[src/rtl/ecc_pkg.sv]
// Shared ECC definitions: point-unit op codes and scalar-multiply FSM states.
package ecc_pkg;

  localparam logic [1:0] OP_NONE = 2'b00;
  localparam logic [1:0] OP_ADD  = 2'b01;
  localparam logic [1:0] OP_DBL  = 2'b10;
  localparam logic [1:0] OP_COPY = 2'b11;

  typedef enum logic [3:0] {
    S_IDLE,
    S_CLR,
    S_SAMPLE,
    S_ISSUE_A,
    S_WAIT_A,
    S_ISSUE_D,
    S_WAIT_D,
    S_STEP,
    S_FIN
  } state_t;

endpackage

[src/rtl/scalar_mult_ctrl.sv]
// Right-to-left double-and-add sequencer: walks the key LSB first, issuing
// COPY/ADD/DBL to the point unit and pulsing bit_done once per key bit.
module scalar_mult_ctrl
  import ecc_pkg::*;
#(
  parameter int KEY_BITS = 32,
  parameter int CNT_W    = $clog2(KEY_BITS)
) (
  input  logic       i_clk,
  input  logic       i_rst,
  input  logic       start,
  input  logic       k_bit,
  output logic       key_rst,
  output logic       bit_done,
  output logic       op_start,
  output logic [1:0] op_code,
  input  logic       op_done,
  output logic       busy,
  output logic       done,
  output logic       q_inf
);

  localparam logic [CNT_W-1:0] LAST = CNT_W'(KEY_BITS - 1);
  localparam logic [CNT_W-1:0] ONE  = CNT_W'(1);

  state_t           state;
  logic [CNT_W-1:0] cnt;
  logic             last;

  assign last = (cnt == LAST);

  // All outputs are registered; each pulse is raised on entry to the state
  // in which it must be visible.
  always_ff @(posedge i_clk or posedge i_rst) begin
    if (i_rst) begin
      state    <= S_IDLE;
      cnt      <= '0;
      key_rst  <= 1'b0;
      bit_done <= 1'b0;
      op_start <= 1'b0;
      op_code  <= OP_NONE;
      busy     <= 1'b0;
      done     <= 1'b0;
      q_inf    <= 1'b1;
    end else begin
      key_rst  <= 1'b0;
      bit_done <= 1'b0;
      op_start <= 1'b0;
      done     <= 1'b0;
      case (state)
        S_IDLE: begin
          if (start) begin
            state   <= S_CLR;
            busy    <= 1'b1;
            q_inf   <= 1'b1;
            cnt     <= '0;
            key_rst <= 1'b1;
          end
        end
        S_CLR: state <= S_SAMPLE;
        S_SAMPLE: begin
          // The sampled bit is consumed here directly; no later state needs it.
          if (k_bit) begin
            op_start <= 1'b1;
            op_code  <= q_inf ? OP_COPY : OP_ADD;
            state    <= S_ISSUE_A;
          end else if (last) begin
            bit_done <= 1'b1;
            state    <= S_STEP;
          end else begin
            op_start <= 1'b1;
            op_code  <= OP_DBL;
            state    <= S_ISSUE_D;
          end
        end
        S_ISSUE_A: state <= S_WAIT_A;
        S_WAIT_A: begin
          if (op_done) begin
            q_inf <= 1'b0;
            // The top bit needs no doubling after it.
            if (last) begin
              bit_done <= 1'b1;
              state    <= S_STEP;
            end else begin
              op_start <= 1'b1;
              op_code  <= OP_DBL;
              state    <= S_ISSUE_D;
            end
          end
        end
        S_ISSUE_D: state <= S_WAIT_D;
        S_WAIT_D: begin
          if (op_done) begin
            bit_done <= 1'b1;
            state    <= S_STEP;
          end
        end
        S_STEP: begin
          if (last) begin
            done  <= 1'b1;
            busy  <= 1'b0;
            state <= S_FIN;
          end else begin
            cnt   <= cnt + ONE;
            state <= S_SAMPLE;
          end
        end
        S_FIN:   state <= S_IDLE;
        default: state <= S_IDLE;
      endcase
    end
  end

endmodule

[config.mk]
export PLATFORM = sky130hd
export DESIGN_NAME = scalar_mult_ctrl
export DESIGN_NICKNAME = d
export VERILOG_FILES = /design/src/rtl/ecc_pkg.sv /design/src/rtl/scalar_mult_ctrl.sv
export SDC_FILE = /design/constraint.sdc
export NUM_CORES = 1
export LEC_CHECK = 0
export CORE_MARGIN = 4
export CORE_UTILIZATION = 40
export CTS_BUF_LIST = sky130_fd_sc_hd__clkbuf_4 sky130_fd_sc_hd__clkbuf_8 sky130_fd_sc_hd__clkbuf_16
export CTS_CLUSTER_SIZE = 24
export DETAILED_ROUTE_END_ITERATION = 8
export GPL_ROUTABILITY_DRIVEN = 0
export SLEW_MARGIN = 25
export SYNTH_ARGS = -nofsm -noshare
export SYNTH_HDL_FRONTEND = slang
export SYNTH_SLANG_ARGS = --single-unit
[constraint.sdc]
create_clock -name i_clk -period 2 [get_ports i_clk]
set_input_delay 0.3 -clock i_clk [delete_from_list [all_inputs] [get_ports i_clk]]
set_output_delay 0.3 -clock i_clk [all_outputs]
set_load 0.02 [all_outputs]
Word-level counts from Yosys, hierarchy flattened
Index checks and enable logic that the tools add are counted.
- output and inout port bits: 8
- input port bits: 5
- register bits after elaboration: 17
- word-level logic and storage cells: 64
- add/sub/neg operators: 1
- equality and inequality tests: 13
- multiplexer cells: 32
- reductions and logical operators: 9
- operators with widths (cell ; count):
    $pmux W4 S8 ; 1
    $eq A4 B3 Y1 const B ; 4
    $mux W4 ; 4
    $mux W1 ; 13
    $reduce_and A3 Y1 ; 4
    $mux W2 ; 5
    $mux W5 ; 2
    $ne A2 B2 Y1 const B ; 5
    $pmux W5 S2 ; 1
    $eq A4 B2 Y1 const B ; 2
    $pmux W1 S2 ; 3
    $reduce_bool A2 Y1 ; 3
    $add A5 B1 Y5 const B ; 1
    $eq A5 B5 Y1 const B ; 1
    $eq A4 B1 Y1 const B ; 1
    $logic_not A4 Y1 ; 1
    $pmux W2 S2 ; 1
    $mux W3 ; 1
    $pmux W1 S3 ; 1
    $reduce_and A2 Y1 ; 1

Depth between registers and ports, before layout
- depth after elaboration: 4
- gate-level depth with buffers: 6
- mapped depth without buffers: 6

Worst setup path before layout
OpenSTA, ideal clock, no wires.
- kind: register to register
- from: register cnt[0]
- to: register cnt[3]
- data required time: 1921 ps
- path buffers: 0
- period minus slack after synthesis: 1814 ps
- setup slack: 186 ps
- data arrival time: 1735 ps
- cell stages (with the launch flop): 7
- setup time: 79 ps
- cell sequence: dfrtp_1 > ha_1 > and3_1 > ha_1 > nand4b_1 > a211oi_2 > mux2i_1
- word-level cells in the longest chain between the ends: 3
- elaborated cells on any way between the ends: 6
- classes of those cells: add/sub: 1; eq/ne: 2; mux: 2; reduce/logical: 1
- ends and longest elaborated chain (what ; line ; source):
    start: declaration ; scalar_mult_ctrl.sv:27 ; logic [CNT_W-1:0] cnt;
    start signal: assignment ; scalar_mult_ctrl.sv:104 ; cnt <= cnt + ONE;
    $add A5 B1 Y5 / $eq A5 B5 Y1 (equally long branches) ; scalar_mult_ctrl.sv:104, scalar_mult_ctrl.sv:30 ;
    $mux W5 / $ne A2 B2 Y1 (equally long branches) ; - ;
    $pmux W5 S2 / $reduce_and A3 Y1 (equally long branches) ; - ;
Several ways; a longest one is shown, not always the timed one. The select of a mux whose other input is x is not followed.
A chain may end at the register's enable or synchronous reset.

Final worst setup path
- from: register cnt[1]
- to: register cnt[3]
The elaborated chain is that of the path after synthesis.

==> results.py <==
metrics = {
    "power": {
        "combPwrFrac_pct": 41.9,
        "ir_drop_v": 0.0007266,
        "pwr-share-seq_pct": 43.7,
        "p_leak_uw": 0.0004840,
        "power.internal_uw": 874.5,
        "p_switching_uw": 540.0,
        "power-per-cell-area_nw_per_um2": 1235,
        "pwr-share-clk_pct": 14.4,
        "netSwitchingFraction_pct": 38.18,
    },
    "floorplanning": {
        "coreArea_um2": 2233,
        "start_util_pct": 42.69,
        "fp.dieArea_um2": 3229,
        "rows": 17,
        "io_pins": 13,
        "fp.dieH_um": 56.82,
        "die_w_um": 56.82,
    },
    "layout": {
        "layout-drive-gt1-share_pct": 19.61,
        "fin_nets": 111,
        "fin_area_um2": 1145,
        "syn_to_final_growth_pct": 20.08,
        "diodes": 0,
        "fin_util_pct": 51.26,
    },
    "sta": {
        "slew_headroom_pct": 55.83,
        "finClkSkew_ps": 1.681,
        "worst_pin_slew_ps": 661.8,
        "fin_crit_sh_pct": 93.42,
        "finalSetupViolations": 0,
        "slew_violations": 0,
        "hold_violations": 0,
        "setup-tns-final_ps": 0,
        "fmax_mhz": 535.2,
        "final.setup.worst_slack_ps": 131.6,
        "period_minus_slack_ps": 1868,
    },
    "logic_synthesis": {
        "syn_nets": 94,
        "async_flop_share_pct": 100.0,
        "postSynthAreaPerCell_um2": 11.09,
        "ys_ff_latch": 17,
        "yosysWarnings": 0,
        "synth_area_um2": 953.4,
        "yosys_most_used_dff": "dfrtp_1",
        "ys_seq_area_share_pct": 44.75,
        "netlist_instances": 86,
        "synth-edff-count": 0,
        "ys_types": 40,
    },
    "routing": {
        "wire_per_inst_um": 14.94,
        "wl_um": 1942,
        "viasPerCell": 5.508,
        "dr.pass1.iters": 4,
        "drc": 0,
        "antenna_left": 0,
        "drt-initial-drc-count": 11,
        "route.vias.total": 716,
    },
    "clock_network": {
        "h-tree-depth": 1,
        "clkTransAtPathRegs_ps": 100,
        "cts_root_buf": "clkbuf_4",
        "numCtsBuffers": 3,
        "clk_latency_ps": 300,
        "cts_tree": "yes",
        "clock-sinks": 17,
        "cts.path.max_buffers": 2,
        "cts_hold_buf": 0,
    },
    "global_routing": {
        "gr-usage-all-layers_pct": 12.96,
        "antenna_found_initial": 0,
        "grt_max_degree": 18,
        "grt_pass1_vias": 679,
        "grt_pass1_wl_um": 3187,
        "gr-total-overflow": 0,
    },
    "critical_path": {
        "worstSetupEndpointType": "flip-flop",
        "reg2reg_to": "cnt[3]$_DFFE_PP0P_",
        "crit_fanout": 3,
        "r2r_start": "cnt[1]$_DFFE_PP0P_",
        "ff2ff_setup_slack_ps": 130,
        "critPathArrivalTime_ps": 2090,
        "r2r_cells": 6,
        "path_class": "flip-flop to flip-flop",
        "cp-start-kind": "flip-flop",
        "critPathRequiredTime_ps": 2230,
    },
    "place": {
        "port_buffers": 12,
        "hpwl_um": 1374,
        "placed_cell_area_um2": 1102,
        "dpl_worst_slack_ps": 83.86,
    },
    "hold_path": {
        "hold_path_class": "input pin to asynchronous set/reset pin",
    },
    "run_status": {
        "outcome": "finished, final reports clean",
    },
    "job": {
        "cap_viol_max_count": 0,
    },
}
-- cell usage in the layout, fill, tap and decap left out, types with 2 or more instances in the layout --
master and count:
clkdlybuf4s50_1 12, nand2b_1 3, buf_4 4, clkbuf_4 4
nor2_1 3, ha_1 3, a22o_1 2, o21bai_1 2
a211oi_2 2, a21oi_1 3, nand2_1 4, and2_1 2
mux2i_1 5, o22ai_1 2, a21o_1 2, inv_1 6
dfrtp_1 16, nor2b_1 2, o21ai_0 2, or4b_4 3
-- power by group through the flow --
stage / Combinational (uW) / Clock [uW] / Sequential, uW
detailed placement: 591 / 0 / 622
floorplan: 438 / 0 / 597
global route: 641 / 228 / 646
global placement: 582 / 0 / 616
CTS: 593 / 215 / 615
finish: 593 / 203 / 618
-- synth_stat cells, types with 2 or more instances --
cell type	n	area share, %
mux2i_1	5	5.2
ha_1	3	3.9
o21ai_0	2	1.0
dfrtp_1	16	42
and2_1	2	1.3
o21bai_1	2	1.6
a21o_1	2	1.6
nand2_1	4	1.6
a22o_1	2	1.8
inv_1	6	2.4
a211oi_2	2	2.6
nand2b_1	3	2.0
or4b_4	3	4.3
a21oi_1	3	1.6
buf_2	2	1.0
o22ai_1	2	1.3
nor2b_1	2	1.3
nor2_1	3	1.2
-- per-stage QoR --
step / hold WS, ps / total power, uW / cells
after global routing: 423.1 / 1516 / 130
after detailed placement: 469.0 / 1213 / 125
final: 380.8 / 1414 / 130
after global placement: 466.0 / 1197 / 125
after CTS: 401.0 / 1422 / 129
after floorplan: 225.3 / 1035 / 86
-- repair_timing --
| action | CTS | global route |
|---|---|---|
| hold endpoints to repair | 0 | 0 |
| resized for setup | 0 | 1 |
| buffers inserted | 0 | 1 |
| endpoints found under the setup margin | 0 | 2 |
-- registers in the layout, indices dropped and copies added, names as in the netlist --
signal / count
q_inf: 1
op_start: 1
cnt: 5
bit_done: 1
done: 1
busy: 1
state: 4
op_code: 2
key_rst: 1
-- layout make-up --
type                    count  area, um2
clock buffers               4      30.03
fillers                   207       1089
inverters                   6      22.52
multi-input cells          59      480.5
flip-flops and latches     17      426.7
well taps                  28      35.03
repair buffers             16      150.1
-- worst max-delay path: stages (launching register included) --
cell	delay [ps]
dfrtp_1	420
ha_1	210
and3_4	190
ha_1	180
nand4b_1	300
a211oi_2	280
mux2i_1	210
-- cell families (layout without fill, tap and decap cells) --
logic type	after synthesis	count (layout)	share of synthesized area, %
AOI/OAI and AO/OA	22	22	19.03
adders and majority gates	3	3	3.937
xor gates and xnor gates	1	1	0.9188
buffers and inverters	10	26	5.381
DFF	17	17	44.75
muxes	5	5	5.250
and+or+nand+nor	28	28	20.74
-- worst max path at each step --
| stage | to | slack [ps] | cells past startpoint | start |
|---|---|---|---|---|
| floorplan | cnt[3]$_DFFE_PP0P_ | 190 | 6 | cnt[0]$_DFFE_PP0P_ |
| global placement | cnt[2]$_DFFE_PP0P_ | 170 | 4 | start |
| detailed placement | cnt[3]$_DFFE_PP0P_ | 80 | 6 | cnt[1]$_DFFE_PP0P_ |
| CTS | cnt[3]$_DFFE_PP0P_ | 80 | 6 | cnt[1]$_DFFE_PP0P_ |
| global route | cnt[0]$_DFFE_PP0P_ | -3 | 6 | cnt[1]$_DFFE_PP0P_ |
| finish | cnt[3]$_DFFE_PP0P_ | 130 | 6 | cnt[1]$_DFFE_PP0P_ |
-- per-layer routing --
layer | track usage [%] | vias up | wire [um]
li1 | - | 351 | -
met1 | 15.54 | 350 | 865
met2 | 20.96 | 10 | 975
met3 | 4.138 | 5 | 63
met4 | 5.960 | 0 | 38
met5 | 0 | - | 0
Note: power is estimated with default switching activity, not from simulation.
